[src/rtl/dreg_share_arbiter.sv]
// Round-robin arbiter that shares one data register among NUM_REQ requesters.
// Each capture is held with a valid/ready handshake for at least HOLD_CYCLES cycles.
module dreg_share_arbiter #(
    parameter int unsigned NUM_REQ     = 4,
    parameter int unsigned DATA_W      = 8,
    parameter int unsigned HOLD_CYCLES = 2
) (
    input  logic                       clock,
    input  logic                       reset,
    input  logic [NUM_REQ-1:0]         req,
    input  logic [NUM_REQ*DATA_W-1:0]  req_data,
    output logic [NUM_REQ-1:0]         gnt,
    output logic [DATA_W-1:0]          data_out,
    output logic                       out_valid,
    output logic [$clog2(NUM_REQ)-1:0] out_src,
    input  logic                       out_ready
);

    localparam int unsigned SRC_W = $clog2(NUM_REQ);
    localparam int unsigned CNT_W = (HOLD_CYCLES > 1) ? $clog2(HOLD_CYCLES) : 1;
    localparam logic [CNT_W-1:0] HOLD_MAX = CNT_W'(HOLD_CYCLES - 1);
    localparam logic [SRC_W-1:0] LAST_INIT = SRC_W'(NUM_REQ - 1);

    typedef enum logic [0:0] {
        IDLE = 1'b0,
        HOLD = 1'b1
    } state_t;

    state_t              state_q, state_d;
    logic [CNT_W-1:0]    cnt_q, cnt_d;
    logic [SRC_W-1:0]    last_q, last_d;
    logic [NUM_REQ-1:0]  gnt_d;
    logic [DATA_W-1:0]   data_d;
    logic                valid_d;
    logic [SRC_W-1:0]    src_d;

    logic                found;
    logic [SRC_W-1:0]    win;
    logic [SRC_W-1:0]    idx;
    logic                hold_done;

    assign hold_done = (cnt_q == HOLD_MAX) && out_ready;

    // First set request strictly after last_q, wrapping modulo NUM_REQ.
    always_comb begin : rr_pick
        found = 1'b0;
        win   = last_q;
        idx   = last_q;
        for (int k = 1; k <= int'(NUM_REQ); k++) begin
            idx = SRC_W'((int'(last_q) + k) % int'(NUM_REQ));
            if (!found && req[idx]) begin
                found = 1'b1;
                win   = idx;
            end
        end
    end

    // State register and all registered outputs.
    always_ff @(posedge clock or negedge reset) begin
        if (!reset) begin
            state_q   <= IDLE;
            cnt_q     <= '0;
            last_q    <= LAST_INIT;
            gnt       <= '0;
            data_out  <= '0;
            out_valid <= 1'b0;
            out_src   <= '0;
        end else begin
            state_q   <= state_d;
            cnt_q     <= cnt_d;
            last_q    <= last_d;
            gnt       <= gnt_d;
            data_out  <= data_d;
            out_valid <= valid_d;
            out_src   <= src_d;
        end
    end

    // Next-state logic.
    always_comb begin : next_state
        state_d = state_q;
        case (state_q)
            IDLE:    if (found) state_d = HOLD;
            HOLD:    if (hold_done) state_d = IDLE;
            default: state_d = IDLE;
        endcase
    end

    // Next values of the datapath and output registers.
    always_comb begin : next_outputs
        gnt_d   = '0;
        data_d  = data_out;
        valid_d = out_valid;
        src_d   = out_src;
        cnt_d   = cnt_q;
        last_d  = last_q;
        case (state_q)
            IDLE: begin
                if (found) begin
                    gnt_d   = NUM_REQ'(1) << win;
                    data_d  = req_data[int'(win)*int'(DATA_W) +: DATA_W];
                    src_d   = win;
                    valid_d = 1'b1;
                    last_d  = win;
                    cnt_d   = '0;
                end
            end
            HOLD: begin
                if (cnt_q != HOLD_MAX) cnt_d = cnt_q + CNT_W'(1);
                if (hold_done) valid_d = 1'b0;
            end
            default: begin
                cnt_d = '0;
            end
        endcase
    end

endmodule

[config.mk]
export PLATFORM = sky130hd
export DESIGN_NAME = dreg_share_arbiter
export DESIGN_NICKNAME = d
export VERILOG_FILES = /design/src/rtl/dreg_share_arbiter.sv
export SDC_FILE = /design/constraint.sdc
export NUM_CORES = 1
export LEC_CHECK = 0
export BUFFER_PORTS_ARGS = -buffer_cell sky130_fd_sc_hd__buf_2
export CORE_MARGIN = 2
export CORE_UTILIZATION = 39
export CTS_CLUSTER_SIZE = 25
export DETAILED_ROUTE_END_ITERATION = 8
export PLACE_DENSITY_LB_ADDON = 0.05
export REMOVE_ABC_BUFFERS = 1
export SKIP_LAST_GASP = 1
export SLEW_MARGIN = 20
export SYNTH_ARGS = -nofsm -noshare
export SYNTH_HDL_FRONTEND = slang
export SYNTH_SLANG_ARGS = --single-unit
[constraint.sdc]
create_clock -name clock -period 1.5 [get_ports clock]
set_input_delay 0.3 -clock clock [delete_from_list [all_inputs] [get_ports clock]]
set_output_delay 0.3 -clock clock [all_outputs]
set_load 0.02 [all_outputs]
==> impl_metrics.py, run 1 <==
metrics = {
    "status": {
        "status": "complete, but fails checks",
        "violations": "negative setup slack",
    },
    "cells_and_area": {
        "final_common_cell": "buf_2",
        "drive_above_1_share_pct": 48.73,
        "area_growth_pct": 47.10,
        "final_nets": 198,
        "num_antenna_cells": 0,
        "fin_cells": 188,
        "fillers": 234,
        "layout_common_cells": "buf_2 (53), mux2i_1 (17), dfrtp_1 (17)",
    },
    "detailed_routing": {
        "totalWireLength_um": 2529,
        "via_per_inst": 5.021,
        "vias": 944,
        "wl_met3_um": 114,
        "drt_iter0_markers": 8,
        "drt_pass1_iterations": 4,
        "wl_met2_um": 1315,
        "wl_met1_um": 1078,
        "highest_layer": "met4",
        "postRouteAntennaNets": 0,
        "wl_per_cell_um": 13.45,
        "remaining_drc_errors": 0,
    },
    "synth": {
        "yosysUniqueCellTypes": 24,
        "synth_largest_area_cell": "dfrtp_1",
        "netlist_instances": 92,
        "ys_seq_elements": 19,
        "synth_top_area_share_pct": 42.03,
        "syn_area_mm2": 0.001012,
        "ys_warn_count": 0,
        "syn_avg_cell_area_um2": 11.00,
        "post_synth_main_area_contributors": "dfrtp_1 (42%), mux2i_1 (18%), o2bb2ai_1 (6.9%)",
        "ys_seq_area_share_pct": 47.22,
    },
    "cts": {
        "tritoncts": "built",
        "clk_pin_slew_ns": 0.12,
        "cts.sinks": 19,
        "clkLatencyLatePin_ns": 0.30,
        "htree_num_levels": 1,
        "ctsLongestPathBuffers": 2,
        "cts_buffers": 3,
        "clock-root-buffer": "clkbuf_4",
    },
    "place": {
        "gp_congestion": 0.9151,
        "dp.cells": 179,
        "portBuffers": 53,
        "dpl.hpwl_um": 1871,
        "place_ws_ns": -0.2359,
    },
    "min_path": {
        "whs_endpoint": "state_q",
        "hp-start": "out_ready",
        "hold_path.class": "primary input to flip-flop",
        "min_delay_path_depth": 2,
    },
    "critical_path": {
        "rrSetupSlack_ns": -0.22,
        "r2r-start": "last_q[0]",
        "r2r_end": "data_out[2]",
        "arrival_ns": 1.91,
        "critical_path.max_fanout": 6,
        "ff2ff_path_depth": 7,
        "worst_setup_path_end_kind": "flip-flop",
        "crit_path_start_kind": "flip-flop",
        "crit_type": "flip-flop to flip-flop",
        "critPathRequiredTime_ns": 1.68,
    },
    "die": {
        "fp.coreArea_mm2": 0.002477,
        "initial_core_util_pct": 40.86,
        "ios": 54,
        "fp.dieW_um": 54.95,
        "fp.dieArea_mm2": 0.003019,
        "die_y_um": 54.95,
        "rows": 18,
    },
    "timing": {
        "relSlewSlack_pct": 70.64,
        "fmax_ghz": 0.5803,
        "fin_worst_hold_slack_ns": 0.1975,
        "finalClockSkew_ns": 0.006272,
        "maxSlewViolCount": 0,
        "period_minus_slack_ns": 1.723,
        "setup_slack_ns": -0.2233,
        "worstMarginPinSlew_ns": 0.4405,
        "rsz0062_at_grt": "yes",
        "setup_viol": 15,
        "min_period_over_period_pct": 114.9,
        "hold_violations": 0,
    },
    "grt": {
        "grt_first_pass_wirelength_um": 4015,
        "gr-usage-all-layers_pct": 19.29,
        "grt_start_max_net_pins": 23,
        "grt_overflow": 0,
        "antenna_found_initial": 0,
        "grt_pass1_vias": 905,
    },
    "run": {
        "max-cap-violations": 0,
    },
    "power_and_ir_drop": {
        "irDropWorstVdd_v": 0.0009249,
        "leakage_nw": 0.7558,
        "p_per_area_mw_per_mm2": 1739,
    },
}
-- Yosys cell counts --
library cell	number
nor3b_1	1
buf_12	1
o211a_1	1
a22oi_1	1
or4_1	1
nor2b_1	1
nor2_1	4
inv_1	3
nand2b_1	1
dfrtp_1	17
o2bb2ai_1	8
nor4_1	1
a31oi_1	10
o21ai_0	2
o21a_1	3
buf_6	1
dfstp_2	2
o21bai_1	1
nor3_1	1
a221oi_2	1
clkbuf_1	4
and2b_1	1
nand2_1	8
mux2i_1	18
-- final cells by class --
class / count / area (um^2) / area share, %
Clock buffer: 3 / 22.52 / 1.513
Multi-Input combinational cell: 64 / 496.7 / 33.36
Timing Repair Buffer: 68 / 437.9 / 29.41
Inverter: 3 / 11.26 / 0.7563
Sequential cell: 19 / 478.0 / 32.10
Tap cell: 30 / 37.54 / 2.521
Clock inverter: 1 / 5.005 / 0.3361
-- cells by family (layout without fill, tap and decap cells) --
group                  after synthesis  count (layout)  synth area share [%]
and+or+nand+nor                     19              19                 9.025
buffers and inverters                9              75                 5.686
muxes                               18              18                 17.80
AOI/OAI and AO/OA                   27              27                 20.27
DFF                                 19              19                 47.22
-- critical path, cell delays in order, from the launching register on --
cell	delay (ns)
dfstp_2	0.58
mux2i_2	0.09
a221oi_4	0.30
buf_6	0.15
buf_12	0.11
mux2i_1	0.18
o2bb2ai_1	0.14
a31oi_1	0.06
-- worst max path at each step --
stage	slack, ns	from	endpoint
floorplan	-0.97	last_q[1]	data_out[0]
global placement	-0.20	last_q[1]	data_out[3]
detailed placement	-0.24	last_q[1]	data_out[5]
CTS	-0.23	last_q[1]	data_out[5]
global route	-0.36	last_q[0]	data_out[3]
finish	-0.22	last_q[0]	data_out[2]
-- stage by stage --
stage	cell area, um^2	setup TNS (ns)	utilization, %	total power, mW
after floorplan	965.9	-13.03	-	1.599
final	1489	-2.437	60.10	2.590
after global placement	1368	-1.703	55.20	2.071
after global routing	1489	-4.161	60.10	2.792
after CTS	1461	-2.280	58.99	2.533
after detailed placement	1368	-2.206	55.20	2.106
-- layer usage --
layer | up-vias | track usage [%]
met2 | 31 | 35.91
li1 | 477 | -
met5 | - | 0
met1 | 434 | 21.25
met3 | 2 | 3.495
met4 | 0 | 8.130
-- registers in the layout, indices dropped and copies added, names as in the netlist --
signal and count:
gnt 4, out_src 2, cnt_q 1, state_q 1, out_valid 1, data_out 8
last_q 2
-- where the power goes --
part / leakage [nW] / internal [mW] / total (mW) / switching [mW]
registers: 0.217 / 0.715 / 0.826 / 0.111
clock network: 0.0177 / 0.0992 / 0.263 / 0.163
logic: 0.521 / 0.781 / 1.50 / 0.721
total: 0.756 / 1.59 / 2.59 / 0.995
-- timing repair --
action,4_1_cts,5_1_grt
gates cloned,1,0
endpoints found under the hold margin,17,0
setup endpoints to repair,16,16
gates resized for setup,4,2
hold buffers,1,0
setup buffers,1,2
pin swaps,1,2
Note: power is estimated with default switching activity, not from simulation.
==> run 2, diff against run 1 <==
--- a/config.mk
+++ b/config.mk
@@ -17,3 +17,4 @@
 export SYNTH_ARGS = -nofsm -noshare
 export SYNTH_HDL_FRONTEND = slang
 export SYNTH_SLANG_ARGS = --single-unit
+export TNS_END_PERCENT = 1
==> run 2 against run 1 <==
The flow still finishes with violations (negative setup slack). Routed wire length fell by 0.79%. Critical path depth did not move. Fmax fell by 0.14%. Highest routed layer unchanged. Flip-flop and latch count did not move. Largest cell class unchanged.
==> impl_metrics.py, run 2 (same netlist as run 1, synthesis figures left out) <==
metrics = {
    "critical_path": {
        "ff2ff_path_depth": 7,
        "rrSetupSlack_ns": -0.23,
        "cp_slowest_cell": "dfstp_2",
        "critPathRequiredTime_ns": 1.68,
        "path_cells": "mux2i_2 > a221oi_4 > buf_6 > buf_12 > mux2i_1 > o2bb2ai_1 > a31oi_1",
        "cp.depth": 7,
        "crit_type": "flip-flop to flip-flop",
        "critical-path-top-delay-family": "flip-flops",
        "r2r_end": "data_out[2]",
        "worst_setup_path_end_kind": "flip-flop",
        "critical_path.max_fanout": 6,
        "crit_path_start_kind": "flip-flop",
        "slowest_delay_ns": 0.58,
        "r2r-start": "last_q[0]",
        "critPathBufInv": 2,
        "arrival_ns": 1.91,
    },
    "status": {
        "status": "complete, but fails checks",
        "violations": "negative setup slack",
    },
    "timing": {
        "fmax_ghz": 0.5795,
        "setup_viol": 16,
        "finalClockSkew_ns": 0.006429,
        "hold_violations": 0,
        "rsz0062_at_grt": "yes",
        "maxSlewViolCount": 0,
        "setup_slack_ns": -0.2257,
        "period_minus_slack_ns": 1.726,
        "fin_worst_hold_slack_ns": 0.1985,
        "min_period_over_period_pct": 115.0,
        "worstMarginPinSlew_ns": 0.4418,
        "relSlewSlack_pct": 70.55,
    },
    "grt": {
        "grt_overflow": 0,
        "grt_first_pass_wirelength_um": 4015,
        "use_met1_pct": 21.25,
        "met3_usage_pct": 3.495,
        "grt_pass1_vias": 907,
        "busiest_layer": "met2",
        "gr-usage-all-layers_pct": 19.29,
        "grt_start_max_net_pins": 23,
        "grt.met2_usage_pct": 35.91,
        "antenna_found_initial": 0,
    },
    "power_and_ir_drop": {
        "irDropWorstVdd_v": 0.0008412,
        "p_per_area_mw_per_mm2": 1716,
        "leakage_nw": 0.7485,
    },
    "min_path": {
        "hp-start": "out_ready",
        "hold_path.class": "primary input to flip-flop",
        "min_delay_path_depth": 2,
        "whs_endpoint": "state_q",
    },
    "die": {
        "rows": 18,
        "fp.dieArea_mm2": 0.003019,
        "fp.dieW_um": 54.95,
        "initial_core_util_pct": 40.86,
        "fp.coreArea_mm2": 0.002477,
        "ios": 54,
        "die_y_um": 54.95,
    },
    "cts": {
        "ctsLongestPathBuffers": 2,
        "tritoncts": "built",
        "clock-root-buffer": "clkbuf_4",
        "clkLatencyLatePin_ns": 0.29,
        "htree_num_levels": 1,
        "cts.sinks": 19,
        "cts_buffers": 3,
        "clk_pin_slew_ns": 0.12,
    },
    "detailed_routing": {
        "drt_iter0_markers": 3,
        "vias": 941,
        "wl_per_cell_um": 13.49,
        "remaining_drc_errors": 0,
        "totalWireLength_um": 2509,
        "drt_pass1_iterations": 4,
        "via_per_inst": 5.059,
        "postRouteAntennaNets": 0,
    },
    "place": {
        "gp_congestion": 0.9151,
        "dpl.hpwl_um": 1871,
        "portBuffers": 53,
    },
    "cells_and_area": {
        "area_growth_pct": 43.88,
        "largest_register_ffs": 8,
        "regMostFlops": "data_out",
        "num_antenna_cells": 0,
        "final_common_cell": "buf_2",
        "layout_common_cells": "buf_2 (53), mux2i_1 (17), dfrtp_1 (17)",
        "finish.utilization_pct": 58.79,
        "final_nets": 196,
        "reg_top3": "data_out (8), gnt (4)",
        "drive_above_1_share_pct": 46.79,
    },
    "run": {
        "max-cap-violations": 0,
    },
}
-- run 2: changes by cell type in the layout (fill, tap and decap cells not counted), sizes merged --
| cell | change |
|---|---|
| buf | -2 |
-- run 2: cell type report --
type | count | area [um^2]
Multi-Input combinational cell | 64 | 491.7
Tap cell | 30 | 37.54
Clock inverter | 1 | 5.005
Timing Repair Buffer | 66 | 410.4
Clock buffer | 3 | 22.52
Sequential cell | 19 | 478.0
Inverter | 3 | 11.26
Fill cell | 238 | 1021
-- run 2: stage by stage --
stage | cell area, um^2 | instances | TNS, ns | worst slack, ns | power (mW)
2_1_floorplan | 965.9 | 86 | -13.03 | -0.9703 | 1.599
5_1_grt | 1456 | 186 | -3.902 | -0.3606 | 2.698
3_3_place_gp | 1368 | 179 | -1.703 | -0.2012 | 2.071
4_1_cts | 1456 | 186 | -2.325 | -0.2273 | 2.531
3_5_place_dp | 1368 | 179 | -2.206 | -0.2359 | 2.106
6_report | 1456 | 186 | -2.195 | -0.2257 | 2.499
-- run 2: worst max-delay path by stage --
stage	start	endpoint
after floorplan	last_q[1]	data_out[0]
after global placement	last_q[1]	data_out[3]
after detailed placement	last_q[1]	data_out[5]
after CTS	last_q[1]	data_out[5]
after global routing	last_q[0]	data_out[3]
final	last_q[0]	data_out[2]
-- run 2: power by group --
group / total (mW) / internal, mW / switching (mW)
combinational: 1.41 / 0.707 / 0.705
clock: 0.261 / 0.0991 / 0.162
sequential: 0.826 / 0.715 / 0.111
-- run 2: timing repair --
item,4_1_cts,5_1_grt
hold buffers,1,0
endpoints found under the hold margin,17,0
cloned,1,0
setup buffers,1,0
resized for setup,3,0
endpoints found under the setup margin,16,16
pin swaps,1,0
-- run 2: routing by layer --
metal | vias up | share of wire (%) | wire length [um]
li1 | 475 | - | -
met1 | 435 | 43 | 1072
met2 | 29 | 52 | 1305
met3 | 2 | 4.4 | 110
met4 | 0 | 0.84 | 21
met5 | - | 0 | 0
